===== src/rtl/data_mem_responder_if.sv =====
// Request/response bus between an initiator and data_mem_responder.
//   req/we/addr/wdata : access request, driven by the initiator
//   ready/rdata/err   : one-cycle completion pulse with read data and fault flag
//   busy              : responder is not idle
// master = initiator side, slave = responder side.
interface data_mem_responder_if;
  logic        req;
  logic        we;
  logic [31:0] addr;
  logic [31:0] wdata;
  logic        ready;
  logic [31:0] rdata;
  logic        err;
  logic        busy;

  modport master (output req, we, addr, wdata, input ready, rdata, err, busy);
  modport slave  (input req, we, addr, wdata, output ready, rdata, err, busy);
endinterface


===== src/rtl/data_mem_responder.sv =====
// Word-addressed data memory with a fixed number of wait states per access.
//   clk         : clock, rising edge
//   rst         : synchronous active-high reset (clears FSM, outputs and memory)
//   bus         : slave side of data_mem_responder_if
//   memory3_out : live copy of word 3 (byte address 0xC)
// A request is taken only in IDLE, held in WAIT for WAIT_CYCLES extra cycles,
// then completed with a single-cycle ready pulse in RESP.
module data_mem_responder #(
  parameter int DEPTH       = 32,
  parameter int WAIT_CYCLES = 2
) (
  input  logic                  clk,
  input  logic                  rst,
  data_mem_responder_if.slave   bus,
  output logic [31:0]           memory3_out
);

  localparam int AW = (DEPTH > 1) ? $clog2(DEPTH) : 1;

  typedef enum logic [1:0] {S_IDLE, S_WAIT, S_RESP} state_t;

  state_t      state, state_nxt;
  logic [3:0]  cnt;
  logic        lat_we;
  logic [31:0] lat_addr;
  logic [31:0] lat_wdata;
  logic [31:0] rdata_q;
  logic        ready_q;
  logic        err_q;
  logic [31:0] mem [DEPTH];

  logic [31:0] idx;
  logic        fault;
  logic        accept;
  logic        complete;
  logic        busy_c;

  // Index compared at full width so high address bits cannot alias into range.
  assign idx   = {2'b00, lat_addr[31:2]};
  assign fault = (lat_addr[1:0] != 2'b00) || (idx >= 32'(DEPTH));

  // State register
  always_ff @(posedge clk) begin
    if (rst) state <= S_IDLE;
    else     state <= state_nxt;
  end

  // Next-state logic
  always_comb begin
    state_nxt = state;
    case (state)
      S_IDLE:  if (bus.req) state_nxt = S_WAIT;
      S_WAIT:  if (cnt == 4'd0) state_nxt = S_RESP;
      S_RESP:  state_nxt = S_IDLE;
      default: state_nxt = S_IDLE;
    endcase
  end

  // Output / strobe decode
  always_comb begin
    accept   = (state == S_IDLE) && bus.req;
    complete = (state == S_WAIT) && (cnt == 4'd0);
    busy_c   = (state != S_IDLE);
  end

  // Request latch, wait counter and response registers
  always_ff @(posedge clk) begin
    if (rst) begin
      cnt       <= 4'd0;
      lat_we    <= 1'b0;
      lat_addr  <= 32'd0;
      lat_wdata <= 32'd0;
      rdata_q   <= 32'd0;
      ready_q   <= 1'b0;
      err_q     <= 1'b0;
    end else begin
      // ready/err are high only in the cycle after the completion edge
      ready_q <= complete;
      err_q   <= complete && fault;
      if (accept) begin
        lat_we    <= bus.we;
        lat_addr  <= bus.addr;
        lat_wdata <= bus.wdata;
        cnt       <= 4'(WAIT_CYCLES);
      end else if ((state == S_WAIT) && (cnt != 4'd0)) begin
        cnt <= cnt - 4'd1;
      end
      if (complete) begin
        if (fault)        rdata_q <= 32'd0;
        else if (!lat_we) rdata_q <= mem[idx[AW-1:0]];
      end
    end
  end

  // Storage; reset clears every word so an aborted write leaves no trace.
  always_ff @(posedge clk) begin
    if (rst) begin
      for (int i = 0; i < DEPTH; i++) mem[i] <= 32'd0;
    end else if (complete && !fault && lat_we) begin
      mem[idx[AW-1:0]] <= lat_wdata;
    end
  end

  generate
    if (DEPTH > 3) begin : g_m3
      assign memory3_out = mem[3];
    end else begin : g_no_m3
      assign memory3_out = 32'd0;
    end
  endgenerate

  assign bus.ready = ready_q;
  assign bus.rdata = rdata_q;
  assign bus.err   = err_q;
  assign bus.busy  = busy_c;

endmodule


===== src/flat_wrapper.sv =====
// flat-port wrapper written by rule: the top's interface ports become plain ports
module data_mem_responder_flat 
#(
  parameter int DEPTH       = 32,
  parameter int WAIT_CYCLES = 2
)
  (clk, rst, memory3_out, bus_req, bus_we, bus_addr, bus_wdata, bus_ready, bus_rdata, bus_err, bus_busy);
  data_mem_responder_if bus_i ();
  input  logic clk;
  input  logic rst;
  output logic [31:0] memory3_out;
  input wire logic [$bits(bus_i.req)-1:0] bus_req;
  input wire logic [$bits(bus_i.we)-1:0] bus_we;
  input wire logic [$bits(bus_i.addr)-1:0] bus_addr;
  input wire logic [$bits(bus_i.wdata)-1:0] bus_wdata;
  output wire logic [$bits(bus_i.ready)-1:0] bus_ready;
  output wire logic [$bits(bus_i.rdata)-1:0] bus_rdata;
  output wire logic [$bits(bus_i.err)-1:0] bus_err;
  output wire logic [$bits(bus_i.busy)-1:0] bus_busy;
  assign bus_i.req = bus_req;
  assign bus_i.we = bus_we;
  assign bus_i.addr = bus_addr;
  assign bus_i.wdata = bus_wdata;
  assign bus_ready = bus_i.ready;
  assign bus_rdata = bus_i.rdata;
  assign bus_err = bus_i.err;
  assign bus_busy = bus_i.busy;
  data_mem_responder #(.DEPTH(DEPTH), .WAIT_CYCLES(WAIT_CYCLES)) u_core (.clk(clk), .rst(rst), .bus(bus_i), .memory3_out(memory3_out));
endmodule

===== config.mk =====
export PLATFORM = sky130hd
export DESIGN_NAME = data_mem_responder_flat
export DESIGN_NICKNAME = d
export VERILOG_FILES = /design/src/rtl/data_mem_responder_if.sv /design/src/rtl/data_mem_responder.sv /design/src/flat_wrapper.sv
export SDC_FILE = /design/constraint.sdc
export NUM_CORES = 1
export LEC_CHECK = 0
export ABC_AREA = 1
export BUFFER_PORTS_ARGS = -buffer_cell sky130_fd_sc_hd__buf_2
export CORE_MARGIN = 10
export CORE_UTILIZATION = 60
export DETAILED_ROUTE_END_ITERATION = 12
export PLACE_DENSITY_LB_ADDON = 0.1
export RECOVER_POWER = 25
export SLEW_MARGIN = 20
export SYNTH_ARGS = -nofsm -noshare
export SYNTH_HDL_FRONTEND = slang
export SYNTH_SLANG_ARGS = --single-unit

===== constraint.sdc =====
create_clock -name clk -period 6.2 [get_ports clk]
set_input_delay 0 -clock clk [delete_from_list [all_inputs] [get_ports clk]]
set_output_delay 0 -clock clk [all_outputs]
set_load 0.005 [all_outputs]

==> flow_metrics.tcl, run 1 <==
set metrics [dict create \
    status "complete, but fails checks" \
    violations "max-capacitance violations, max-slew violations" \
    timing.rr.start "u_core.cnt[1]" \
    leakage_uw 0.0204 \
    die_width_um 309 \
    max_freq_ghz 0.204 \
    hold_viol_final 0 \
    grt_usage_pct 30.1 \
    grt_pass1_vias 35500 \
    min_from "bus_addr[21]" \
    grt_first_pass_wirelength_um 217000 \
    rsz0062_at_grt "false" \
    port_buffers 134 \
    wl_per_cell_um 23.2 \
    dr.pass1.iters 6 \
    core_um2 82400 \
    yosysMostFrequentCell "nand2_1" \
    drt_iter0_drc 5106 \
    holdWs_ns 0.115 \
    ys_seq_area_share_pct 65.9 \
    slew_headroom_pct -34.8 \
    cp.required_ns 6.61 \
    place_congestion 0.933 \
    hpwl_um 80800 \
    grt_max_degree 187 \
    cts_sinks 1134 \
    antenna_found_initial 0 \
    cts_inserted_buffers 115 \
    h-tree-depth 3 \
    postRouteAntennaNets 0 \
    ys_async_sr_fraction_pct 0 \
    worst_setup_path_start_kind "input pin" \
    cap_viol_max_count 2 \
    finalSetupTns_ns 0 \
    yosysWarnings 0 \
    routed_wl_um 145000 \
    slew_viol_final 84 \
    nNetsFinal 5165 \
    post-route-period-util_pct 78.9 \
    critical_path_arrival_ns 5.30 \
    clock_latency_ns 0.68 \
    post_cts_buffers 0 \
    n_fill_cell 6309 \
    io_pins 135 \
    hold_class "in -> reg" \
    worstMarginPinSlew_ns 2.02 \
    vias 37500 \
    layout-drive-gt1-share_pct 7.26 \
    initial_core_util_pct 60.7 \
    yosys.area.top_type "edfxtp_1" \
    fin_area_um2 55100 \
    path_class "in -> reg" \
    die_height_um 309 \
    ys_seq_elements 1134 \
    synth_top_area_share_pct 61.5 \
    globalRouteOverflowTotal 0 \
    synth.distinct_cells 29 \
    worstSetupStartpoint "rst" \
    synth_edf_count 1024 \
    drc 0 \
    worst-path-max-fanout 59 \
    placed_area_um2 50700 \
    synth.top_cells.by_area "edfxtp_1, nand2_1, nand3_1, nor2_1, dfxtp_1" \
    clockBufferDepth 3 \
    insertedDiodeCount 0 \
    ff_latch_area_um2 33000 \
    syn_area_um2 50000 \
    synthFlopType "edfxtp_1" \
    synth.avg_cell_area_um2 9.77 \
    powerDensity_nw_per_um2 318 \
    rows 105 \
    area_growth_pct 10.1 \
    synthCells 5120 \
    syn_nets 5189 \
    post_cts_resized 0 \
    ir_drop_mv 0.261 \
    setup_viol 0 \
    viasPerCell 5.99 \
    cts-root-buf "clkbuf_16" \
    synth_common_cells "nand2_1, nor2_1, edfxtp_1, nand3_1, clkbuf_1" \
    finalCriticalPeriod_ns 4.89 \
    final_util_pct 66.8 \
    clkTransAtPathRegs_ns 0.06 \
    cts_tree "yes" \
    endpoint_kind "flip-flop" \
    ctsHoldBuffers 76 \
    multiInputGateArea_um2 14600 \
    clock_skew_ns 0.0200 \
    die-area_um2 95300 \
]
[metal layers]
metal / part of all wire, % / global-route usage (%) / vias up
met5: 0 / 0 / -
met4: 3.7 / 11.9 / 0
met3: 11 / 5.10 / 294
met2: 46 / 46.7 / 2179
met1: 39 / 42.1 / 18000
li1: - / - / 17100
[through the flow]
stage	setup WS (ns)	std cells	total power [uW]
5_1_grt	0.992	6265	18000
4_1_cts	2.20	6265	17500
3_5_place_dp	2.08	5973	10700
6_report	1.31	6265	17500
3_3_place_gp	2.18	5973	10700
2_1_floorplan	3.44	5120	10000
[registers in the layout (all words and copies together) (netlist names), named ones only]
signal	cells
u_core.state	2
u_core.mem	1024
u_core.lat_wdata	32
u_core.bus.ready	1
u_core.lat_addr	32
u_core.lat_we	1
u_core.bus.err	1
u_core.bus.rdata	32
u_core.cnt	4
[worst paths after layout]
check | endpoint | slack [ns] | depth (start not counted)
max | u_core.mem[6][5] | 1.31 | 11
min | u_core.lat_addr[21] | 0.12 | 4
max reg2reg | u_core.mem[0][18] | 2.23 | 11
min reg2reg | u_core.lat_wdata[2] | 0.44 | 2
[cell families (layout without fill, tap and decap cells)]
logic type / count (synthesis) / in the layout / share of synthesized area [%]
AO/OA/AOI/OAI: 139 / 139 / 1.40
AND/OR/NAND/NOR: 3330 / 3330 / 27.8
adder cells (fa/ha/maj): 1 / 1 / 0.0250
buffers and inverters: 516 / 591 / 4.87
flip-flops: 1134 / 1134 / 65.9
[area by class of cell]
cell class              instances  share of cell area, %
flip-flops and latches       1134                   59.9
multi-input cells            3470                   26.6
clock buffers                 154                   5.85
repair buffers                305                   3.87
well taps                    1070                   2.43
clock inverters                62                  0.927
inverters                      70                  0.509
[placed cells by master (no fill, tap or decap), types with 3 or more instances in the layout]
cell type      Yosys  layout
bufinv_16          0       9
clkbuf_1         290      87
nor2_1          1103    1103
buf_12             1       5
dfxtp_1          110     106
clkinv_2           0      22
o21ai_0           67      67
dlygate4sd3_1      0      76
nand2_2            0       3
edfxtp_1        1024    1024
nand3_1          921     921
dfxtp_4            0       3
nand2_1         1274    1271
buf_4              0      90
inv_2              3      15
inv_1             66      44
nand4_4           10      10
nor2_2             8       8
clkbuf_16          0     120
buf_2             62      71
clkbuf_8           0       9
clkinv_1           1      36
a21oi_1           70      70
nor3_1             2       4
[worst max-delay path: stages]
cell and delay, ns:
dlygate4sd3_1 0.53, clkbuf_1 1.43, inv_2 0.84, nand2_1 0.33, inv_1 0.11, nand3_4 0.12
nor2_1 0.13, nand2_1 0.08, buf_4 0.44, nand2_1 0.72, buf_4 0.50
[report_power, final]
group / internal [uW] / switching [uW] / total [uW]
combinational: 452 / 1500 / 1960
sequential: 8580 / 111 / 8690
clock: 3990 / 2890 / 6890
total: 13000 / 4510 / 17500
No activity file was read; power rests on OpenSTA's default activity.
==> inputs of run 2 (changes only) <==
--- a/config.mk
+++ b/config.mk
@@ -5,7 +5,7 @@
 export SDC_FILE = /design/constraint.sdc
 export NUM_CORES = 1
 export LEC_CHECK = 0
-export ABC_AREA = 1
+export ABC_AREA = 0
 export BUFFER_PORTS_ARGS = -buffer_cell sky130_fd_sc_hd__buf_2
 export CORE_MARGIN = 10
 export CORE_UTILIZATION = 60
==> constraint.sdc (replaced) <==
create_clock -name clk -period 5 [get_ports clk]
set_input_delay 0 -clock clk [delete_from_list [all_inputs] [get_ports clk]]
set_output_delay 0 -clock clk [all_outputs]
set_load 0.005 [all_outputs]
==> run 2 against run 1 <==
  * The flow still finishes with violations (max-capacitance violations, max-slew violations)
  * Non-clock buffer count up 18
  * Clock-buffer cell count down 4
  * Routed wire length down 6.3%
  * Largest power group unchanged
==> flow_metrics.tcl, run 2 <==
set metrics [dict create \
    finalSetupTns_ns 0 \
    place_congestion 0.842 \
    syn_nets 3440 \
    synthCells 3371 \
    drc 0 \
    die-area_um2 93900 \
    area_growth_pct 13.0 \
    slew_headroom_pct -82.9 \
    path_class "reg -> reg" \
    post-route-period-util_pct 85.7 \
    synth_top_area_share_pct 62.5 \
    cts_inserted_buffers 112 \
    holdPathEnd "u_core.lat_wdata[9]" \
    synth_common_cells "edfxtp_1, and2_1, nor2_1, nand2_1, mux4_2" \
    worstMarginPinSlew_ns 2.74 \
    drt_iter0_drc 3480 \
    synth_edf_count 1024 \
    yosysMostFrequentCell "edfxtp_1" \
    max_stage_delay_ns 2.04 \
    slew_viol_final 103 \
    crit_path_cell_trace "nor2_1, and2_0, buf_4, nand2_1, a21oi_1, dlygate4sd3_1" \
    nNetsFinal 3577 \
    dp_cells 4349 \
    critical_path_arrival_ns 4.89 \
    synth.top_cells.by_area "edfxtp_1, mux4_2, and2_1, dfxtp_1, nor2_1" \
    grt_first_pass_wirelength_um 201000 \
    worst-path-max-fanout 36 \
    clock_latency_ns 0.68 \
    leakage_uw 0.0192 \
    layout-drive-gt1-share_pct 18.1 \
    cts_tree "yes" \
    hold_class "in -> reg" \
    slowest_stage "and2_0" \
    grt_max_degree 85 \
    wl_per_cell_um 29.1 \
    final_cell_mix "edfxtp_1, and2_1, nand2_1" \
    worst-r2r-cell-count 6 \
    grt_usage_pct 28.8 \
    hpwl_um 83300 \
    postRouteAntennaNets 0 \
    yosys.area.top_type "edfxtp_1" \
    top_register "u_core.mem" \
    rsz0062_at_grt "false" \
    grt_pass1_vias 30500 \
    core_um2 80900 \
    vias 29800 \
    antenna_found_initial 6 \
    die_height_um 306 \
    max_freq_ghz 0.233 \
    yosysWarnings 0 \
    die_width_um 306 \
    post_cts_buffers 0 \
    worst_setup_path_start_kind "flip-flop" \
    cts_sinks 1134 \
    synthFlopType "edfxtp_1" \
    endpoint_kind "flip-flop" \
    cap_viol_max_count 4 \
    hold_viol_final 0 \
    rows 104 \
    fin_cells 4672 \
    timing.rr.start "u_core.state[1]" \
    powerDensity_nw_per_um2 376 \
    min_from "bus_wdata[9]" \
    h-tree-depth 3 \
    clockBufferDepth 3 \
    ir_drop_mv 0.338 \
    cts-root-buf "clkbuf_16" \
    routed_wl_um 136000 \
    port_buffers 134 \
    clkTransAtPathRegs_ns 0.07 \
    syn_area_um2 49200 \
    post_cts_resized 0 \
    viasPerCell 6.39 \
    min_delay_path_depth 4 \
    violations "max-capacitance violations, max-slew violations" \
    ys_seq_elements 1134 \
    crit-reg2reg-capture "u_core.lat_addr[30]" \
    holdWs_ns 0.115 \
    setup_viol 0 \
    synth.avg_cell_area_um2 14.6 \
    initial_core_util_pct 60.8 \
    globalRouteOverflowTotal 0 \
    io_pins 135 \
    cp.required_ns 5.61 \
    ys_seq_area_share_pct 67.0 \
    synth.distinct_cells 43 \
    r2r_setup_slack_ns 0.71 \
    largest_register_ffs 1024 \
    ys_async_sr_fraction_pct 0 \
    finalCriticalPeriod_ns 4.29 \
    status "complete, but fails checks" \
    dr.pass1.iters 5 \
    final_common_cell "edfxtp_1" \
    clock_skew_ns 0.0253 \
    final_util_pct 68.7 \
]
run 2: cell types whose count changed in the layout (fill, tap and decap cells not counted), sizes merged, moves of 25 or more:
| cell | change |
|---|---|
| nand2 | -995 |
| a211oi | +25 |
| mux2i | +29 |
| o21ai | -66 |
| mux4 | +255 |
| inv | -54 |
| o22ai | +62 |
| a32o | +31 |
| nand3 | -886 |
| nor2 | -829 |
| and2 | +770 |
| dlygate4sd3 | +29 |
run 2: through the flow:
step / setup WS, ns / instance area [um2] / total power, uW
2_1_floorplan: 1.12 / 49200 / 11900
5_1_grt: 0.560 / 55600 / 21400
3_5_place_dp: 1.30 / 50900 / 12500
4_1_cts: 1.27 / 55700 / 20900
3_3_place_gp: 1.28 / 50900 / 12500
6_report: 0.714 / 55600 / 20900
run 2: where the power goes:
| group | total, uW | internal, uW | switching [uW] |
|---|---|---|---|
| clock | 8460 | 4860 | 3590 |
| sequential | 10900 | 10600 | 225 |
| combinational | 1610 | 580 | 1020 |
| total | 20900 | 16100 | 4840 |
run 2: logic make-up after synthesis:
logic type | synth area share, %
AOI/OAI and AO/OA | 2.83
xor gates and xnor gates | 0.0534
adders and majority gates | 0.0254
DFF | 67.0
and+or+nand+nor | 15.4
muxes | 12.3
buffers and inverters | 2.49
run 2: cell type report:
class	instances	area [um2]
Inverter	7	26.3
Antenna cell	5	12.5
Clock buffer	150	3170
Fill cell	5454	25400
Timing Repair Buffer	323	2360
Multi-Input combinational cell	1930	15200
Sequential cell	1134	33000
Tap cell	1060	1330
Clock inverter	63	536
run 2: per-layer routing:
metal  wire, um  GRT usage (%)  share of wire [%]  vias to the layer above
li1           -              -                  -                    12600
met1      52500           39.1                 39                    15300
met2      65500           46.3                 48                     1663
met3      14300           6.87                 11                      253
met4       3770           8.59                2.8                        4
met5         23              0              0.017                        -
run 2: worst max-delay path by stage:
stage / slack [ns] / startpoint / endpoint
6_report: 0.71 / u_core.state[1] / u_core.lat_addr[30]
5_1_grt: 0.56 / u_core.state[1] / u_core.lat_addr[30]
4_1_cts: 1.27 / u_core.cnt[1] / u_core.mem[20][14]
3_5_place_dp: 1.30 / u_core.cnt[1] / u_core.mem[20][11]
3_3_place_gp: 1.28 / u_core.cnt[0] / u_core.mem[20][11]
2_1_floorplan: 1.12 / u_core.cnt[0] / u_core.mem[16][0]
run 2: critical path, delay by kind of cell (launching register included):
| kind | cells | cell delay, ns |
|---|---|---|
| buffers and inverters | 2 | 1.27 |
| DFF | 1 | 0.32 |
| and+or+nand+nor | 3 | 2.39 |
| AOI/OAI and AO/OA | 1 | 0.23 |
run 2: timing repair:
| action | CTS | global route |
|---|---|---|
| hold endpoints to repair | 77 | 0 |
| endpoints found under the setup margin | 0 | 0 |
| hold buffers | 105 | 0 |
